File: src/rtl/rand_vn_packer.sv
// Von Neumann debiaser: packs extracted bits LSB-first into ws-bit words on a valid/ready output.
// Optional repetition-count health test enabled by defining RAND_HEALTH_EN.
module rand_vn_packer #(
  parameter int ws        = 16,
  parameter int OVF_W     = 8,
  parameter int RC_CUTOFF = 32
) (
  input  logic             iCLK,
  input  logic             iRST_N,
  input  logic             iBit,
  input  logic             iBitValid,
  input  logic             iReady,
  output logic [ws-1:0]    oOut,
  output logic             oValid,
  output logic [OVF_W-1:0] oOvf,
  output logic             oHealthFail
);

  localparam int CW = $clog2(ws);
  localparam logic [CW-1:0]    LAST    = CW'(ws - 1);
  localparam logic [OVF_W-1:0] OVF_MAX = '1;

  logic          m_have;
  logic          m_first;
  logic [ws-2:0] m_buf;
  logic [ws-2:0] buf_nxt;
  logic [CW-1:0] m_cnt;

  logic health_block;
  logic extract;
  logic complete;
  logic slot_free;

  // A differing pair yields its first bit: (1,0) -> 1, (0,1) -> 0.
  always_comb begin
    extract   = iBitValid & m_have & (m_first ^ iBit) & ~health_block;
    complete  = extract & (m_cnt == LAST);
    slot_free = ~oValid | iReady;
    buf_nxt   = m_buf;
    for (int i = 0; i < ws - 1; i++) begin
      if (m_cnt == CW'(i)) buf_nxt[i] = m_first;
    end
  end

  always_ff @(negedge iCLK or negedge iRST_N) begin
    if (!iRST_N) begin
      m_have  <= 1'b0;
      m_first <= 1'b0;
      m_buf   <= '0;
      m_cnt   <= '0;
      oOut    <= '0;
      oValid  <= 1'b0;
      oOvf    <= '0;
    end else begin
      if (iBitValid) begin
        m_have <= ~m_have;
        if (!m_have) m_first <= iBit;
      end
      if (extract) begin
        m_cnt <= complete ? '0 : m_cnt + 1'b1;
        if (!complete) m_buf <= buf_nxt;
      end
      // A completing word takes priority; it reuses the slot if the consumer accepts on this edge.
      if (complete) begin
        if (slot_free) begin
          oOut   <= {m_first, m_buf};
          oValid <= 1'b1;
        end else if (oOvf != OVF_MAX) begin
          oOvf <= oOvf + 1'b1;
        end
      end else if (oValid && iReady) begin
        oValid <= 1'b0;
      end
    end
  end

`ifdef RAND_HEALTH_EN
  localparam int RCW = $clog2(RC_CUTOFF + 1);
  localparam logic [RCW-1:0] RC_MAX = RCW'(RC_CUTOFF);

  logic [RCW-1:0] rc_cnt;
  logic [RCW-1:0] rc_nxt;
  logic           rc_prev;
  logic           fail_q;

  // A zero count marks "no previous bit yet", so the first bit after reset starts a run of 1.
  always_comb begin
    rc_nxt = RCW'(1);
    if (rc_cnt != '0 && iBit == rc_prev)
      rc_nxt = (rc_cnt == RC_MAX) ? rc_cnt : rc_cnt + 1'b1;
  end

  always_ff @(negedge iCLK or negedge iRST_N) begin
    if (!iRST_N) begin
      rc_cnt  <= '0;
      rc_prev <= 1'b0;
      fail_q  <= 1'b0;
    end else if (iBitValid) begin
      rc_cnt  <= rc_nxt;
      rc_prev <= iBit;
      if (rc_nxt == RC_MAX) fail_q <= 1'b1;
    end
  end

  assign health_block = fail_q;
  assign oHealthFail  = fail_q;
`else
  logic unused_rc;
  assign unused_rc    = RC_CUTOFF[0];
  assign health_block = 1'b0;
  assign oHealthFail  = 1'b0;
`endif

endmodule

File: config.mk
export PLATFORM = sky130hd
export DESIGN_NAME = rand_vn_packer
export DESIGN_NICKNAME = d
export VERILOG_FILES = /design/src/rtl/rand_vn_packer.sv
export SDC_FILE = /design/constraint.sdc
export NUM_CORES = 1
export LEC_CHECK = 0
export CORE_ASPECT_RATIO = 0.8
export CORE_MARGIN = 2
export CORE_UTILIZATION = 57
export DETAILED_ROUTE_END_ITERATION = 6
export MAX_ROUTING_LAYER = met4
export PLACE_DENSITY = 0.85
export SLEW_MARGIN = 0
export SYNTH_ARGS = -nofsm -noshare
export SYNTH_HDL_FRONTEND = slang
export SYNTH_SLANG_ARGS = --single-unit
export TNS_END_PERCENT = 5
File: constraint.sdc
create_clock -name iCLK -period 3.2 [get_ports iCLK]
set_clock_uncertainty 0.05 [all_clocks]
set_input_delay 0.96 -clock iCLK [delete_from_list [all_inputs] [get_ports iCLK]]
set_output_delay 0.96 -clock iCLK [all_outputs]
set_load 0.01 [all_outputs]
==> impl_metrics.tcl <==
set metrics [dict create \
    syn_nets 165 \
    rsz0062_at_grt "yes" \
    grt_pass1_wl_mm 7.389 \
    n_antenna_cell 0 \
    drive_above_1_share_pct 50.24 \
    cts_sinks 46 \
    first_pass_iters 4 \
    cts_tree "built" \
    grt_antenna_before_repair 0 \
    drc 0 \
    initial_core_util_pct 60.15 \
    p_per_area_nw_per_um2 638.6 \
    max_slew_margin_pct 56.99 \
    violations "negative setup slack" \
    hold_buffers 0 \
    setup_viol 66 \
    crit_path_end_kind "register" \
    clock_latency_ns 0.31 \
    status "finished with violations" \
    grt_pass1_vias 1492 \
    core_sq_um 3447 \
    avgRoutedWirePerCell_microns 18.37 \
    arrival_ns 2.16 \
    synth-seq-area-share_pct 55.52 \
    yosysWarnings 0 \
    routed_wl_mm 4.610 \
    clkTransAtPathRegs_ns 0.05 \
    slew_violations 0 \
    power_w 0.001711 \
    synth_seq_cells 46 \
    num_rows 19 \
    dr.first_iter.drc_count 79 \
    viasPerCell 5.629 \
    io_pins 31 \
    synth-async-reset-ratio_pct 100.0 \
    grt_max_degree 47 \
    h-tree-depth 2 \
    port-buffer-count 29 \
    final.setup.tns_ns -22.77 \
    root_buffer "clkbuf_8" \
    final_net_count 219 \
    vdd_ir_drop_max_uv 484.2 \
    start_kind "primary input" \
    grt_usage_pct 25.43 \
    place.gp.congestion 0.8707 \
    critPathMaxFanout 5 \
    clockBufferDepth 2 \
    tightest_slew_ns 0.6451 \
    worstHoldPathType "register to register" \
    syn_avg_cell_area_sq_um 13.38 \
    dieArea_sq_um 4139 \
    p_leak_nw 1.342 \
    synth_area_sq_um 2073 \
    crit_type "primary input to register" \
    numCtsBuffers 5 \
    synth_flop_cell "dfrtn_1" \
    netlist-cell-type-count 34 \
    cap_violations 0 \
    ant_nets 0 \
    finalHoldViolations 0 \
    area_growth_pct 29.21 \
    final.setup.worst_slack_ns -0.4636 \
    overflow 0 \
    synth_edf_count 0 \
    dieWidth_microns 71.43 \
    required_ns 1.70 \
    hpwl_mm 2.700 \
    vias 1413 \
    die_y_microns 57.94 \
    synthCells 155 \
]
layout make-up:
cell class	instances	area, sq um
fillers	190	768.2
well taps	42	52.55
clock buffers	5	68.82
repair buffers	52	395.4
flip-flops and latches	46	1151
multi-input cells	101	989.7
clock inverters	2	10.01
inverters	3	11.26
synthesized netlist by cell type, types with 2 or more instances:
cell type / count / area share, %
dfrtn_1: 46 / 56
mux2_2: 33 / 18
nand2_1: 13 / 2.4
nand3_1: 8 / 1.9
xnor2_1: 7 / 3.0
ha_1: 5 / 3.0
nand3b_1: 4 / 1.4
inv_1: 3 / 0.54
nand4_1: 3 / 0.91
nor2b_1: 3 / 0.91
a21oi_1: 2 / 0.48
and3_1: 2 / 0.60
nand2b_1: 2 / 0.60
nor2_1: 2 / 0.36
o211ai_1: 2 / 0.72
o21ai_0: 2 / 0.48
per-layer routing:
layer | GRT usage, % | share of wire [%] | up-vias
met2 | 41.67 | 51 | 33
li1 | - | - | 647
met3 | 7.130 | 3.8 | 6
met5 | - | 0 | -
met1 | 29.74 | 44 | 727
met4 | 10.78 | 1.7 | 0
cells by family (layout without fill, tap and decap cells):
| kind of cell | Yosys count | count (layout) | synth area share (%) |
|---|---|---|---|
| other | 1 | 1 | 0.1809 |
| muxes | 34 | 34 | 18.41 |
| and+or+nand+nor | 42 | 42 | 12.92 |
| adders and majority gates | 5 | 5 | 3.018 |
| AOI/OAI and AO/OA | 10 | 10 | 3.139 |
| DFF | 46 | 46 | 55.52 |
| buffers and inverters | 8 | 62 | 2.112 |
| xor gates and xnor gates | 9 | 9 | 4.708 |
worst max-delay path, cell delays in order:
cell	delay, ns
buf_8	0.10
xnor2_4	0.16
buf_6	0.17
nor3b_4	0.22
buf_6	0.15
nand3_1	0.10
mux2_2	0.30
flip-flops by register name (all words and copies together) (netlist names):
name,count
oOvf,8
m_have,1
m_first,1
oValid,1
m_cnt,4
oOut,16
m_buf,15
power breakdown:
| part | total, W | internal (W) | switching [W] | leakage (nW) |
|---|---|---|---|---|
| sequential | 0.000870 | 0.000717 | 0.000153 | 0.622 |
| combinational | 0.000499 | 0.000265 | 0.000235 | 0.676 |
| clock | 0.000341 | 0.000147 | 0.000194 | 0.0438 |
| total | 0.00171 | 0.00113 | 0.000582 | 1.34 |
stage by stage:
step	util (%)	hold slack, ns	std cells	worst slack [ns]	cell area (sq um)
after CTS	76.44	0.3989	251	-0.4579	2635
after detailed placement	73.07	0.3945	236	-1.257	2519
after floorplan	-	0.3787	155	-0.6987	2076
final	77.71	0.3988	251	-0.4636	2679
after global routing	77.71	0.4141	251	-0.5060	2679
after global placement	73.07	0.3945	236	-1.182	2519
worst paths after layout:
check / startpoint / to / slack, ns / cells past startpoint
worst max-delay path: iBit / m_buf[12]$_DFFE_NN0P_ / -0.46 / 7
worst min-delay path: m_buf[6]$_DFFE_NN0P_ / oOut[6]$_DFFE_NN0P_ / 0.40 / 1
worst max register to register: m_cnt[1]$_DFFE_NN0P_ / oOut[3]$_DFFE_NN0P_ / 0.82 / 5
worst min register to register: m_buf[6]$_DFFE_NN0P_ / oOut[6]$_DFFE_NN0P_ / 0.40 / 1
max in group asynchronous: iRST_N / m_first$_DFFE_NN0P_ / 0.79 / 2
min in group asynchronous: iRST_N / oOvf[0]$_DFFE_NN0P_ / 2.05 / 2
cell usage in the layout (no fill, tap or decap), types with 3 or more instances in the layout:
master	n
dfrtn_1	46
buf_2	24
mux2_2	17
mux2_4	16
buf_4	16
nand2_1	9
nand3_1	8
buf_6	8
xnor2_1	7
ha_1	5
clkbuf_8	5
nand3b_1	4
inv_1	3
nand4_1	3
nand2_2	3
nor2b_1	3
what timing repair did:
| item | in CTS | in global routing |
|---|---|---|
| resized for setup | 129 | 23 |
| pin swaps | 7 | 7 |
| gates cloned | 1 | 1 |
| setup endpoints to repair | 70 | 68 |
| buffers inserted | 7 | 0 |
Note: power is estimated with default switching activity, not from simulation.
